===== src/rtl/seq_detector_n.sv =====
// Parametrised serial pattern detector with runtime pattern reload, selectable
// overlapping/non-overlapping detection and a saturating match counter.
module seq_detector_n #(
  parameter int             LEN     = 4,
  parameter logic [LEN-1:0] PATTERN = 4'b1010,
  parameter int             CNT_W   = 8
) (
  input  logic             clk,
  input  logic             rst_n,
  input  logic             en,
  input  logic             in,
  input  logic             overlap,
  input  logic             load,
  input  logic [LEN-1:0]   load_pattern,
  output logic             out,
  output logic [CNT_W-1:0] match_cnt,
  output logic [LEN-1:0]   pattern_q
);

  localparam int                FILL_W = $clog2(LEN + 1);
  localparam logic [FILL_W-1:0] FILL_FULL = FILL_W'(LEN);

  logic [LEN-1:0]    hist_q, hist_d;
  logic [FILL_W-1:0] fill_q, fill_d;
  logic [LEN-1:0]    pattern_d;
  logic [CNT_W-1:0]  cnt_q, cnt_d;
  logic              out_q, out_d;

  logic [LEN-1:0]    hist_shift;
  logic [FILL_W-1:0] fill_next;
  logic              hit;

  function automatic logic [CNT_W-1:0] sat_inc_cnt(input logic [CNT_W-1:0] v);
    return (&v) ? v : v + CNT_W'(1);
  endfunction

  function automatic logic [FILL_W-1:0] sat_inc_fill(input logic [FILL_W-1:0] v);
    return (v == FILL_FULL) ? v : v + FILL_W'(1);
  endfunction

  always_ff @(posedge clk or negedge rst_n) begin
    if (!rst_n) begin
      hist_q    <= '0;
      fill_q    <= '0;
      pattern_q <= PATTERN;
      cnt_q     <= '0;
      out_q     <= 1'b0;
    end else begin
      hist_q    <= hist_d;
      fill_q    <= fill_d;
      pattern_q <= pattern_d;
      cnt_q     <= cnt_d;
      out_q     <= out_d;
    end
  end

  // A match needs a full window of valid bits, so stale reset/load zeros never match.
  always_comb begin
    hist_shift = {hist_q[LEN-2:0], in};
    fill_next  = sat_inc_fill(fill_q);
    hit        = (fill_next == FILL_FULL) && (hist_shift == pattern_q);
  end

  always_comb begin
    hist_d    = hist_q;
    fill_d    = fill_q;
    pattern_d = pattern_q;
    cnt_d     = cnt_q;
    out_d     = 1'b0;
    if (load) begin
      pattern_d = load_pattern;
      hist_d    = '0;
      fill_d    = '0;
    end else if (en) begin
      hist_d = hist_shift;
      fill_d = fill_next;
      out_d  = hit;
      if (hit) begin
        cnt_d = sat_inc_cnt(cnt_q);
        // Non-overlapping: the matched bits are consumed and cannot seed the next match.
        if (!overlap) fill_d = '0;
      end
    end
  end

  assign out       = out_q;
  assign match_cnt = cnt_q;

endmodule


===== config.mk =====
export PLATFORM = sky130hd
export DESIGN_NAME = seq_detector_n
export DESIGN_NICKNAME = d
export VERILOG_FILES = /design/src/rtl/seq_detector_n.sv
export SDC_FILE = /design/constraint.sdc
export NUM_CORES = 1
export LEC_CHECK = 0
export CAP_MARGIN = 20
export CORE_MARGIN = 2
export CORE_UTILIZATION = 40
export CTS_CLUSTER_SIZE = 10
export DETAILED_ROUTE_END_ITERATION = 6
export PLACE_DENSITY = 0.77
export SLEW_MARGIN = 10
export SYNTH_ARGS = -nofsm -noshare
export SYNTH_HDL_FRONTEND = slang
export SYNTH_SLANG_ARGS = --single-unit

===== constraint.sdc =====
create_clock -name clk -period 1.8 [get_ports clk]
set_input_delay 0.45 -clock clk [delete_from_list [all_inputs] [get_ports clk]]
set_output_delay 0.45 -clock clk [all_outputs]
set_load 0.005 [all_outputs]

Yosys cells after proc, flatten, opt, wreduce, memory -nomap -nowiden
Index checks and enable logic that the tools add are counted.

Word-level logic and storage cells: 25. Output and inout port bits: 13. Flip-flop bits (word level): 19. Input bits: 10.

Equality and inequality tests: 3. Bitwise operators: 2. Multiplexer cells: 9. Reductions and logical operators: 4. Add/subtract/negate cells: 2.

Operator list (number): $mux W3 (7); $add A8 B1 Y8 const B (1); $reduce_and A8 Y1 (1); $eq A3 B3 Y1 const B (2); $eq A4 B4 Y1 (1); $reduce_and A4 Y1 (1); $add A3 B1 Y3 const B (1); $mux W1 (2); $not A1 Y1 (2); $reduce_bool A2 Y1 (1); $logic_and A1 B1 Y1 (1).

Logic depth before layout (Yosys ltp)
Gate-level depths: netlist of the first run.

Depth after elaboration: 7. Depth in mapped cells: 7. Mapped depth without buffers: 7.

Least setup slack after synthesis of the first run
OpenSTA, ideal clock, no wires.

Path type: register to register. Start point: register fill_q[0]. End point: register cnt_q[1], in the netlist match_cnt[1]. Library setup time: 0.125 ns. Buffers on the path: 0. Slack: -0.172 ns. Stages on the path, launching flop included: 7. Data required time: 1.675 ns. Data arrival time: 1.848 ns. Cell sequence: dfrtp_1 -> inv_1 -> ha_1 -> a21bo_2 -> a211o_1 -> nor4_4 -> mux2_2.

Longest elaborated chain between the ends: 5. Elaborated cells between the ends (all ways): 6.

Ends and longest elaborated chain: start: declaration (line 24) `logic [FILL_W-1:0] fill_q, fill_d;`; start signal: assignment (line 50) `fill_q <= fill_d;`; $add A3 B1 Y3 / $eq A3 B3 Y1 (equally long branches) (line 38) `return (v == FILL_FULL) ? v : v + FILL_W'(1);`; $mux W3 * (line 38); $eq A3 B3 Y1 * (line 61) `hit = (fill_next == FILL_FULL) && (hist_shift == pattern_q);`; $logic_and A1 B1 Y1 * (line 61); $reduce_and A4 Y1 (no line) *; end signal: assignment (line 52) `cnt_q <= cnt_d;`; end: declaration (line 26) `logic [CNT_W-1:0] cnt_q, cnt_d;`.

Every way passes the cells marked *; elsewhere a longest branch is shown, timed or not. A chain may end at the register's enable or synchronous reset.

Final worst setup path of the first run
Start point: register fill_q[0]. End point: register cnt_q[3], in the netlist match_cnt[3].

The elaborated chain is that of the path after synthesis.

==> results_dict.tcl, run 1 <==
set metrics [dict create \
    synth_edf_count 0 \
    htreeDepth 1 \
    synth.distinct_cells 27 \
    crit_type "reg -> reg" \
    synth_cells 85 \
    syn_to_final_growth_pct 41.8 \
    holdWs_ns 0.466 \
    hold_class "in -> async" \
    ys_ff_latch 19 \
    grt.total_usage_pct 16.6 \
    cts_tree "done" \
    initial_core_util_pct 42.6 \
    peakVddDrop_v 0.000528 \
    avgViaCountPerCell 5.07 \
    drt-total-wl_mm 1.94 \
    rsz0062_at_grt "yes" \
    hold_buffers 0 \
    layout_min_cycle_time_ns 1.87 \
    hold_viol_final 0 \
    die_x_microns 52.8 \
    dp_slack_ns -0.293 \
    grt_max_degree 20 \
    dpl.hpwl_mm 1.39 \
    synth.most_common_cell "dfrtp_1" \
    port_buffers 22 \
    stdcell_count 149 \
    cts_sinks 19 \
    power.leakage_uw 0.000577 \
    r2r-start "fill_q[0]$_DFFE_PN0P_" \
    antenna_found_initial 0 \
    place_congestion 0.763 \
    grt_pass1_vias 759 \
    final_layout_size_suffix_gt1_share_pct 24.8 \
    r2r_end "match_cnt[3]$_DFFE_PN0P_" \
    drt_drc_violations_left 0 \
    max_slew_margin_pct 73.9 \
    worst_setup_path_start_kind "flip-flop" \
    synthFlopType "dfrtp_1" \
    sequentialPowerShare_pct 55.8 \
    cp_max_fo 6 \
    clkTransAtPathRegs_ns 0.10 \
    p_clk_share_pct 26.1 \
    syn_area_sq_um 951 \
    tightest_slew_ns 0.381 \
    violations "setup timing" \
    layout_setup_ws_ns -0.0676 \
    die-area_sq_um 2780 \
    r2r_slack_ns -0.07 \
    async_flop_share_pct 100 \
    nFillCells 189 \
    firstDrtPassIters 4 \
    p_sw_uw 206 \
    die_h_microns 52.8 \
    coreArea_sq_um 2230 \
    synth-seq-area-share_pct 50.3 \
    endpoint_kind "flip-flop" \
    fp-row-count 17 \
    slew_violations 0 \
    synthTopCellsByCount "dfrtp_1 (17), nor2_1 (8), xnor2_1 (8), nand2_1 (6), mux2_2 (5)" \
    arrival_ns 2.09 \
    cts_root_buf "clkbuf_4" \
    avgSynthCellArea_sq_um 11.2 \
    grt_pass1_wl_mm 3.28 \
    ant_nets 0 \
    clock_latency_ns 0.30 \
    yosysTopAreaCellShare_pct 44.7 \
    cp.required_ns 2.02 \
    synth_area_leaders "dfrtp_1 (45%), xnor2_1 (7.4%), mux2_2 (5.9%)" \
    fin_crit_sh_pct 104 \
    p_sw_share_pct 24.8 \
    nets 135 \
    place_inst 142 \
    tns_ns -0.177 \
    finalSetupViolations 4 \
    vias 756 \
    cts_buffers 3 \
    rr_worst_depth 9 \
    clock_skew_ns 0.00213 \
    outcome "finished with violations" \
    wl_per_cell_microns 13.0 \
    max-cap-violations 0 \
    synth_nets 98 \
    io_pins 23 \
    power_uw 830 \
    yosysTopAreaCell "dfrtp_1" \
    dr.first_iter.drc_count 9 \
    internal-power_uw 624 \
    combinationalPowerShare_pct 18.1 \
    power.density_nw_per_um2 616 \
    fmax_ghz 0.535 \
    antenna_cells 0 \
    yosysWarnings 0 \
    cts_buffer_depth 2 \
    grt_overflow 0 \
]
[critical path, cell delays in order (launching register included)]
cell	delay, ns
dfrtp_1	0.42
inv_2	0.07
ha_4	0.17
a21bo_2	0.19
a211o_1	0.30
nor4_4	0.15
buf_6	0.16
buf_4	0.11
nand2b_4	0.05
xnor2_1	0.17
[sequential cells by signal, summed over array words and instances (netlist names)]
name / cells
out: 1
match_cnt: 8
hist_q: 3
fill_q: 3
pattern_q: 4
[how the worst max path moves through the flow]
stage / startpoint / endpoint / slack [ns] / cells past startpoint
finish: fill_q[0]$_DFFE_PN0P_ / match_cnt[3]$_DFFE_PN0P_ / -0.07 / 9
global route: fill_q[0]$_DFFE_PN0P_ / match_cnt[4]$_DFFE_PN0P_ / -0.15 / 8
CTS: fill_q[0]$_DFFE_PN0P_ / match_cnt[1]$_DFFE_PN0P_ / -0.05 / 7
detailed placement: in / match_cnt[7]$_DFFE_PN0P_ / -0.29 / 7
global placement: in / match_cnt[1]$_DFFE_PN0P_ / -0.28 / 6
floorplan: fill_q[0]$_DFFE_PN0P_ / match_cnt[1]$_DFFE_PN0P_ / -0.02 / 6
[per-layer routing]
layer | up-vias | wire length (microns) | track usage (%) | part of all wire (%)
met2 | 15 | 988 | 28.5 | 51
li1 | 370 | - | - | -
met1 | 367 | 845 | 19.3 | 43
met5 | - | 0 | 0 | 0
met3 | 4 | 75 | 2.86 | 3.9
met4 | 0 | 34 | 8.97 | 1.7
[cells by family (layout without fill, tap and decap cells)]
family / count (synthesis) / after routing / synth area share (%)
buf+inv: 5 / 41 / 2.10
mux: 9 / 9 / 10.1
simple gates: 30 / 30 / 17.4
xor+xnor: 10 / 10 / 9.21
fa+ha+maj: 3 / 3 / 3.95
compound gates: 9 / 9 / 6.97
flops: 19 / 19 / 50.3
[layout make-up]
| type | instances | area (sq um) | area share, % |
|---|---|---|---|
| Multi-Input combinational cell | 61 | 485 | 36.0 |
| Sequential cell | 19 | 479 | 35.5 |
| Timing Repair Buffer | 34 | 312 | 23.1 |
| Tap cell | 28 | 35.0 | 2.60 |
| Clock buffer | 4 | 26.3 | 1.95 |
| Inverter | 3 | 11.3 | 0.835 |
[stage by stage]
stage               instance area [sq um]  utilization [%]
floorplan                             973                -
global placement                     1290             57.6
detailed placement                   1290             57.6
CTS                                  1330             59.5
global route                         1350             60.4
finish                               1350             60.4
[timing repair]
item	in CTS	in global routing
resized for setup	3	3
endpoints found under the setup margin	9	10
setup buffers	2	1
pin swaps	2	1
[placed cells by master, fill, tap and decap left out, types with 2 or more instances in the layout]
master	n
xnor2_1	8
nand4_1	2
a21oi_1	3
dfrtp_1	16
mux2_2	4
xor2_1	2
nand3b_1	2
ha_1	2
dlygate4sd2_1	2
buf_4	11
inv_1	2
nor2b_1	2
mux2i_1	4
nand3_1	4
dfstp_2	2
nand2_1	6
nor2_1	7
clkdlybuf4s50_1	20
nor3_1	3
clkbuf_4	3
[power by group through the flow]
stage | Clock, uW | Sequential (uW) | Combinational (uW)
4_1_cts | 223 | 463 | 151
6_report | 217 | 463 | 151
5_1_grt | 245 | 466 | 167
3_5_place_dp | 0 | 471 | 145
2_1_floorplan | 0 | 469 | 72.6
3_3_place_gp | 0 | 470 | 141
No activity file was read; power rests on OpenSTA's default activity.
==> run 2: changes to the inputs <==
- CTS_CLUSTER_DIAMETER: not set -> 80
==> results of run 2 <==
The final DEF is identical to that of run 1; final timing and power are the same.
